--- src/rtl/uart_pkg.sv ---
// Shared types and constants for the UART receive path.
package uart_pkg;

  typedef enum logic [2:0] {
    IDLE,
    START,
    DATA,
    STOP,
    BREAK
  } rx_state_t;

  localparam int unsigned MIN_DIV   = 4;
  localparam int unsigned DATA_BITS = 8;

endpackage

--- src/rtl/sync_fifo.sv ---
// Single-clock first-word fall-through FIFO with registered head, count and flags.
module sync_fifo #(
  parameter int unsigned WIDTH = 8,
  parameter int unsigned DEPTH = 16
) (
  input  logic                   clk,
  input  logic                   reset,
  input  logic                   push,
  input  logic                   pop,
  input  logic [WIDTH-1:0]       din,
  output logic [WIDTH-1:0]       dout,
  output logic [$clog2(DEPTH):0] count,
  output logic                   full,
  output logic                   empty
);

  localparam int unsigned AW = $clog2(DEPTH);
  localparam int unsigned CW = AW + 1;

  logic [WIDTH-1:0] mem [DEPTH];
  logic [AW-1:0]    wr_ptr;
  logic [AW-1:0]    rd_ptr;
  logic [AW-1:0]    rd_ptr_inc;
  logic             push_ok;
  logic             pop_ok;
  logic [CW-1:0]    count_nxt;
  logic [WIDTH-1:0] dout_nxt;

  // A full FIFO still accepts a push when the head leaves in the same cycle.
  always_comb begin
    pop_ok     = pop & ~empty;
    push_ok    = push & (~full | pop_ok);
    rd_ptr_inc = rd_ptr + AW'(1);
    count_nxt  = count + CW'(push_ok) - CW'(pop_ok);
    dout_nxt   = dout;
    if (pop_ok) begin
      if (count > CW'(1)) begin
        dout_nxt = mem[rd_ptr_inc];
      end else if (push_ok) begin
        dout_nxt = din;
      end
    end else if (empty && push_ok) begin
      dout_nxt = din;
    end
  end

  always_ff @(posedge clk) begin
    if (reset) begin
      wr_ptr <= '0;
      rd_ptr <= '0;
      count  <= '0;
      full   <= 1'b0;
      empty  <= 1'b1;
      dout   <= '0;
    end else begin
      if (push_ok) begin
        wr_ptr <= wr_ptr + AW'(1);
      end
      if (pop_ok) begin
        rd_ptr <= rd_ptr_inc;
      end
      count <= count_nxt;
      full  <= (count_nxt == CW'(DEPTH));
      empty <= (count_nxt == '0);
      dout  <= dout_nxt;
    end
  end

  always_ff @(posedge clk) begin
    if (push_ok) begin
      mem[wr_ptr] <= din;
    end
  end

endmodule

--- src/rtl/uart_rx_fifo.sv ---
// UART 8N1 receiver with ce-gated bit timing, byte FIFO and sticky error flags.
module uart_rx_fifo
  import uart_pkg::*;
#(
  parameter int unsigned FIFO_DEPTH = 16,
  parameter int unsigned DIV_W      = 16
) (
  input  logic                        clk_sys,
  input  logic                        reset,
  input  logic                        ce,
  input  logic [DIV_W-1:0]            divisor,
  input  logic                        rx,
  output logic [7:0]                  rx_data,
  output logic                        rx_valid,
  input  logic                        rx_ready,
  output logic [$clog2(FIFO_DEPTH):0] fifo_count,
  output logic                        ferr,
  output logic                        ovr,
  input  logic                        err_clr,
  output logic                        busy
);

  localparam int unsigned BIDX_W = $clog2(DATA_BITS);

  logic                 rx_meta;
  logic                 rxs;
  rx_state_t            state_q;
  rx_state_t            state_nxt;
  logic [DIV_W-1:0]     cnt_q;
  logic [DIV_W-1:0]     cnt_nxt;
  logic [DIV_W-1:0]     div_q;
  logic [DIV_W-1:0]     div_nxt;
  logic [DIV_W-1:0]     div_sel;
  logic [BIDX_W-1:0]    bidx_q;
  logic [BIDX_W-1:0]    bidx_nxt;
  logic [DATA_BITS-1:0] shift_q;
  logic [DATA_BITS-1:0] shift_nxt;
  logic                 busy_nxt;
  logic                 push_c;
  logic                 ferr_set_c;
  logic                 ovr_set_c;
  logic                 fifo_full;
  logic                 fifo_empty;

  // Two-flop synchronizer, idle-high so reset never looks like a start edge.
  always_ff @(posedge clk_sys) begin
    if (reset) begin
      rx_meta <= 1'b1;
      rxs     <= 1'b1;
    end else begin
      rx_meta <= rx;
      rxs     <= rx_meta;
    end
  end

  always_ff @(posedge clk_sys) begin
    if (reset) begin
      state_q <= IDLE;
      cnt_q   <= '0;
      div_q   <= DIV_W'(MIN_DIV);
      bidx_q  <= '0;
      shift_q <= '0;
      busy    <= 1'b0;
    end else begin
      state_q <= state_nxt;
      cnt_q   <= cnt_nxt;
      div_q   <= div_nxt;
      bidx_q  <= bidx_nxt;
      shift_q <= shift_nxt;
      busy    <= busy_nxt;
    end
  end

  // Frame deserializer; all timing advances on ce cycles only.
  always_comb begin
    state_nxt  = state_q;
    cnt_nxt    = cnt_q;
    div_nxt    = div_q;
    bidx_nxt   = bidx_q;
    shift_nxt  = shift_q;
    push_c     = 1'b0;
    ferr_set_c = 1'b0;
    div_sel    = (divisor < DIV_W'(MIN_DIV)) ? DIV_W'(MIN_DIV) : divisor;
    if (ce) begin
      case (state_q)
        IDLE: begin
          if (!rxs) begin
            state_nxt = START;
            div_nxt   = div_sel;
            cnt_nxt   = div_sel >> 1;
          end
        end
        START: begin
          if (cnt_q == '0) begin
            if (!rxs) begin
              state_nxt = DATA;
              cnt_nxt   = div_q - DIV_W'(1);
              bidx_nxt  = '0;
            end else begin
              state_nxt = IDLE;
            end
          end else begin
            cnt_nxt = cnt_q - DIV_W'(1);
          end
        end
        DATA: begin
          if (cnt_q == '0) begin
            shift_nxt = {rxs, shift_q[DATA_BITS-1:1]};
            cnt_nxt   = div_q - DIV_W'(1);
            if (bidx_q == BIDX_W'(DATA_BITS - 1)) begin
              state_nxt = STOP;
            end else begin
              bidx_nxt = bidx_q + BIDX_W'(1);
            end
          end else begin
            cnt_nxt = cnt_q - DIV_W'(1);
          end
        end
        STOP: begin
          if (cnt_q == '0) begin
            if (rxs) begin
              push_c    = 1'b1;
              state_nxt = IDLE;
            end else begin
              ferr_set_c = 1'b1;
              state_nxt  = BREAK;
            end
          end else begin
            cnt_nxt = cnt_q - DIV_W'(1);
          end
        end
        BREAK: begin
          if (rxs) begin
            state_nxt = IDLE;
          end
        end
        default: state_nxt = IDLE;
      endcase
    end
    busy_nxt = (state_nxt != IDLE);
  end

  assign ovr_set_c = push_c & fifo_full & ~rx_ready;

  // Sticky flags; a new event outranks a coincident clear.
  always_ff @(posedge clk_sys) begin
    if (reset) begin
      ferr <= 1'b0;
      ovr  <= 1'b0;
    end else begin
      ferr <= ferr_set_c | (ferr & ~err_clr);
      ovr  <= ovr_set_c | (ovr & ~err_clr);
    end
  end

  sync_fifo #(
    .WIDTH (DATA_BITS),
    .DEPTH (FIFO_DEPTH)
  ) u_fifo (
    .clk   (clk_sys),
    .reset (reset),
    .push  (push_c),
    .pop   (rx_ready),
    .din   (shift_nxt),
    .dout  (rx_data),
    .count (fifo_count),
    .full  (fifo_full),
    .empty (fifo_empty)
  );

  assign rx_valid = ~fifo_empty;

endmodule

--- config.mk ---
export PLATFORM = sky130hd
export DESIGN_NAME = uart_rx_fifo
export DESIGN_NICKNAME = d
export VERILOG_FILES = /design/src/rtl/uart_pkg.sv /design/src/rtl/sync_fifo.sv /design/src/rtl/uart_rx_fifo.sv
export SDC_FILE = /design/constraint.sdc
export NUM_CORES = 1
export LEC_CHECK = 0
export BUFFER_PORTS_ARGS = -buffer_cell sky130_fd_sc_hd__buf_2
export CORE_MARGIN = 2
export CORE_UTILIZATION = 66
export CTS_BUF_LIST = sky130_fd_sc_hd__clkbuf_8 sky130_fd_sc_hd__clkbuf_16
export DETAILED_ROUTE_END_ITERATION = 10
export HOLD_SLACK_MARGIN = 0.12
export PLACE_DENSITY = 0.91
export SYNTH_ARGS = -nofsm -noshare
export SYNTH_HDL_FRONTEND = slang
export SYNTH_SLANG_ARGS = --single-unit
--- constraint.sdc ---
create_clock -name clk_sys -period 5.1 [get_ports clk_sys]
set_clock_uncertainty 0.15 [all_clocks]
set_input_delay 1.53 -clock clk_sys [delete_from_list [all_inputs] [get_ports clk_sys]]
set_output_delay 1.53 -clock clk_sys [all_outputs]
set_load 0.02 [all_outputs]
* After elaboration in Yosys (flattened, before gate mapping) *
Memory sizes are Yosys's and may differ from the RTL's.
Cells that the tools add are included.

word-level totals
  bits in registers = 74
  RAM bits = 128
  memories = 1
  input port bits = 22

memory list
  name        words  bits a word  rd ports  clocked after Yosys merged registers in  wr ports  line             RTL
  u_fifo.mem  16     8            1         0                                        1         sync_fifo.sv:20  logic [WIDTH-1:0] mem [DEPTH];

operators by class
  add/subtract/negate cells = 7
  eq/ne operators = 14
  bitwise logic cells = 14
  multiplexer cells = 39
  order comparisons = 2
  reduce and logical (&&, ||, !) cells = 12

operator list
  cell                     number
  $mux W16                 6
  $pmux W16 S4             1
  $mux W8                  7
  $mux W3                  12
  $sub A16 B1 Y16 const B  2
  $logic_not A16 Y1        1
  $lt A16 B3 Y1 const B    1
  $pmux W3 S5              1
  $ne A2 B2 Y1 const B     6
  $mux W1                  10
  $add A4 B1 Y4 const B    2
  $and A1 B1 Y1            6
  $eq A3 B2 Y1 const B     2
  $eq A3 B3 Y1 const B     2
  $pmux W3 S2              1
  $reduce_and A6 Y1        1
  $add A5 B1 Y5            1
  $eq A5 B5 Y1 const B     1
  $gt A5 B1 Y1 const B     1
  $logic_not A5 Y1         1
  $not A1 Y1               5
  $reduce_and A5 Y1        1
  $sub A5 B1 Y5            1
  $reduce_bool A2 Y1       2
  12 further kinds         14

* Longest topological paths before layout *
  depth in word-level cells = 8
  gate-level depth with buffers = 14
  depth with buffers taken out = 14

* Modules after synthesis *
From an unflattened synthesis, not the netlist that was laid out.

second synthesis, totals
  cells, all modules = 793
  area, all modules = 9150.0 um2

by module, submodules not included
  module        times used  cells each  area each (um2)  sequential area each (um2)
  sync_fifo     1           425         6189.7           4304.1
  uart_rx_fifo  1           368         2960.3           1021.0

* Worst setup path before layout *
Ideal clock, no wire load.

  path type = input to register
  start point = input rx_ready
  end point = register u_fifo.full
  arrival time = 3.453 ns
  required time = 4.854 ns
  path slack = 1.401 ns
  stages = 13
  path through = nand2_1 inv_1 o211ai_1 nor3_4 ha_1 inv_1 fa_1 nor2_1 nor2_1 nor2_1 nor2_1 xnor2_1 nor4b_1

between the ends
  word-level cells in the longest chain between the ends = 6

RTL lines
  what                     line                RTL
  from (decl)              uart_rx_fifo.sv:15  input logic rx_ready,
  $and A1 B1 Y1 *          sync_fifo.sv:31     pop_ok = pop & ~empty;
  named net u_fifo.pop_ok  sync_fifo.sv:25     logic pop_ok;
  $or A1 B1 Y1             sync_fifo.sv:32     push_ok = push & (~full | pop_ok);
  $and A1 B1 Y1            sync_fifo.sv:32
  $add A5 B1 Y5            sync_fifo.sv:34     count_nxt = count + CW'(push_ok) - CW'(pop_ok);
  $sub A5 B1 Y5 *          sync_fifo.sv:34
  $eq A5 B5 Y1 *           sync_fifo.sv:63     full <= (count_nxt == CW'(DEPTH));
  to (signal assigned)     sync_fifo.sv:63
  to (decl)                sync_fifo.sv:13     output logic full,

The timed path passes the listed nets; every way through them passes the cells marked *.
A chain may end at the register's enable or synchronous reset.

* Final worst setup path *
  start point = input rx_ready
  end point = memory u_fifo.mem[1][5], enable pin

between the ends
  word-level cells in the longest chain between the ends = 5

RTL lines
  what                           line             RTL
  $and A1 B1 Y1                  sync_fifo.sv:31
  named net u_fifo.pop_ok        sync_fifo.sv:25
  $or A1 B1 Y1                   sync_fifo.sv:32
  $and A1 B1 Y1                  sync_fifo.sv:32
  $mux W1                        sync_fifo.sv:70  if (push_ok) begin
  $mux W1 (implied by the code)  sync_fifo.sv:71  mem[wr_ptr] <= din;
  to (decl)                      sync_fifo.sv:20

The timed path passes the listed nets, and every way through them passes these cells.

==> results.py <==
metrics = {
    "outcome": {
        "status": "finished clean",
    },
    "worst_hold_path": {
        "min_delay_path_depth": 1,
        "hold_class": "reg -> reg",
    },
    "synth": {
        "async_reset_ff_share_pct": 0,
        "synthFlopType": "edfxtp_1",
        "ys_seq_elements": 202,
        "synth_edf_count": 128,
        "synthesis.area_um2": 9260,
        "ys_seq_area_share_pct": 57.5,
        "synth_area_per_cell_um2": 12.1,
        "yosysTopAreaCell": "edfxtp_1",
        "synth.net_count": 806,
        "synth.top_cell.area_share_pct": 41.5,
        "ys_warn_count": 0,
        "synthCells": 765,
        "synth_area_leaders": "edfxtp_1 (41%), dfxtp_1 (16%), mux4_2 (7.8%), mux2i_1 (3.1%), nor2_1 (3.0%)",
        "synth_cell_types": 67,
    },
    "setup_path": {
        "cp-end-kind": "flip-flop",
        "cpPeakStageDelay_ns": 1.02,
        "cp_slowest_cell": "nor3_1",
        "crit_chain": "buf_2 -> nand2_1 -> inv_1 -> o211ai_1 -> nor3_4 -> nand2_1 -> nor3_1",
        "startpoint_type": "primary input",
        "rr_worst_depth": 5,
        "arrival_ns": 3.98,
        "worstPathMaxFanout": 9,
        "crit_path_frequent_cell": "nand2_1",
        "cp_num_cells": 7,
        "crit_type": "in -> reg",
        "critPathRequiredTime_ns": 5.06,
        "r2r_slack_ns": 1.40,
        "critical_path_buf_inv_count": 2,
        "crit_family": "simple AND/OR/NAND/NOR gates",
    },
    "die": {
        "ios": 39,
        "die_w_um": 122,
        "initial_core_util_pct": 67.3,
        "die_height_um": 122,
        "core-area_um2": 13800,
        "die_area_um2": 15000,
        "rows": 43,
    },
    "drt": {
        "viasPerCell": 6.98,
        "drcViolationCount": 0,
        "drt_wl_total_um": 23900,
        "first_pass_iters": 7,
        "vias": 6921,
        "dr.first_iter.drc_count": 1506,
        "wl_per_cell_um": 24.1,
        "postRouteAntennaNets": 0,
    },
    "clock_network": {
        "ctsResizeCount": 0,
        "cts_tree": "yes",
        "ctsHoldBuffers": 0,
        "cts.sinks": 202,
        "clock-root-buffer": "clkbuf_16",
        "path_clk_slew_ns": 0.06,
        "clk_latency_ns": 0.51,
        "postCtsSetupBuffers": 0,
        "clk_path_buf_depth": 3,
        "htree_levels": 1,
        "cts-buffers-inserted": 21,
    },
    "global_route": {
        "grt_pass1_vias": 6635,
        "grt_overflow": 0,
        "grt.total_usage_pct": 32.7,
        "antenna_found_initial": 1,
        "grt_pass1_wl_um": 36900,
        "grt_start_max_net_pins": 42,
    },
    "finish": {
        "seq_area_um2": 5330,
        "fin_nets": 837,
        "multiInputGateArea_um2": 3610,
        "area_delta_synth_final_pct": 10.5,
        "fillers": 802,
        "drive_above_1_share_pct": 16.8,
    },
    "timing": {
        "rsz0062_at_grt": "no",
        "fin_crit_ns": 4.02,
        "hold_violations": 0,
        "max_freq_mhz": 249,
        "slew_headroom_pct": 13.2,
        "fin_ws_ns": 1.08,
        "setup_viol": 0,
        "worst_slew_pin_slew_ns": 1.29,
        "finalSetupTns_ns": 0,
        "maxSlewViolCount": 0,
        "fin_crit_sh_pct": 78.8,
    },
    "placement": {
        "pre_cts_slack_ns": 0.694,
        "place.gp.congestion": 0.934,
        "dpl.hpwl_um": 15100,
        "portBuffers": 38,
    },
    "pwr": {
        "power_per_cell_area_nw_per_um2": 392,
        "leakage_uw": 0.00354,
        "ir_drop_mv": 0.291,
    },
    "job": {
        "drv_cap": 0,
    },
}
synth_stat cells (10+ instances only):
library cell	count
o221ai_1	10
dfxtp_1	74
o21ai_0	19
nand2_1	67
clkbuf_1	26
nor4_1	12
a21oi_1	36
nand3_1	14
nand4_1	10
ha_1	18
mux4_2	32
xor2_1	11
inv_1	40
nor2_1	74
nor3_1	25
mux2i_1	29
xnor2_1	17
edfxtp_1	128
state kept, by name (all words and copies together) (netlist names), 4 cells and up:
register and count:
div_q 16, shift_q 8, u_fifo.mem 128, cnt_q 16, u_fifo.wr_ptr 4, u_fifo.dout 8, u_fifo.rd_ptr 4, u_fifo.count 5
layer usage:
metal | vias up | track usage, % | wire (µm) | part of all wire [%]
li1 | 2911 | - | - | -
met2 | 628 | 50.9 | 10900 | 45
met1 | 3244 | 45.0 | 8780 | 37
met5 | - | 0 | 0 | 0
met4 | 0 | 14.0 | 1160 | 4.8
met3 | 138 | 7.02 | 3130 | 13
stage by stage:
step	cells	util, %	cell area (µm²)	hold WS (ns)	total power (µW)
2_1_floorplan	765	-	9260	0.239	2380
3_3_place_gp	953	69.6	9590	0.253	2540
3_5_place_dp	953	69.6	9590	0.262	2580
4_1_cts	991	74.3	10200	0.274	3990
5_1_grt	992	74.3	10200	0.280	4130
6_report	992	74.3	10200	0.260	4010
worst paths after layout:
check                              from                         end
hold reg to reg      rx_meta$_SDFF_PP1_              rxs$_SDFF_PP1_
hold / removal       rx_meta$_SDFF_PP1_              rxs$_SDFF_PP1_
setup / recovery               rx_ready  u_fifo.mem[1][5]$_DFFE_PP_
setup reg to reg  state_q[1]$_SDFF_PP0_  u_fifo.mem[1][5]$_DFFE_PP_
layout make-up:
cell class	instances	share of cell area, %
clock inverter	13	0.611
inverter	40	1.47
timing repair buffer	49	2.67
multi-input combinational	482	35.3
sequential	202	52.0
tap	180	2.20
antenna	1	0.0245
clock buffer	25	5.67
power breakdown:
group	switching, µW	internal (µW)
registers	48.6	1770
logic	475	289
clock network	622	809
cells by family (layout without fill, tap and decap cells):
family	Yosys count	count (layout)	synth area share, %
AOI/OAI and AO/OA	122	122	8.83
xor gates and xnor gates	28	28	2.65
adders and majority gates	19	19	2.65
buffers and inverters	81	127	3.65
DFF	202	202	57.5
muxes	61	61	10.9
other	0	1	0
and+or+nand+nor	252	252	13.8
cells in the final DEF (no fill, tap or decap), drive strengths merged, types with 3 or more instances in the layout:
cell	instances
a22oi	4
nand2b	9
or4	3
or2	3
xnor2	17
o221ai	10
buf	49
nand3	14
o22a	8
nor2	74
xor2	11
ha	18
clkinv	8
nor4b	4
mux2i	29
a21oi	36
inv	45
mux4	32
clkbuf	25
a211oi	8
a31oi	7
dfxtp	74
nor3	28
or3	5
nand4	10
o21ai	23
nor4	15
nor2b	5
nand2	69
o31ai	5
o211ai	4
edfxtp	128
or4b	3
Note: power is estimated with default switching activity, not from simulation.
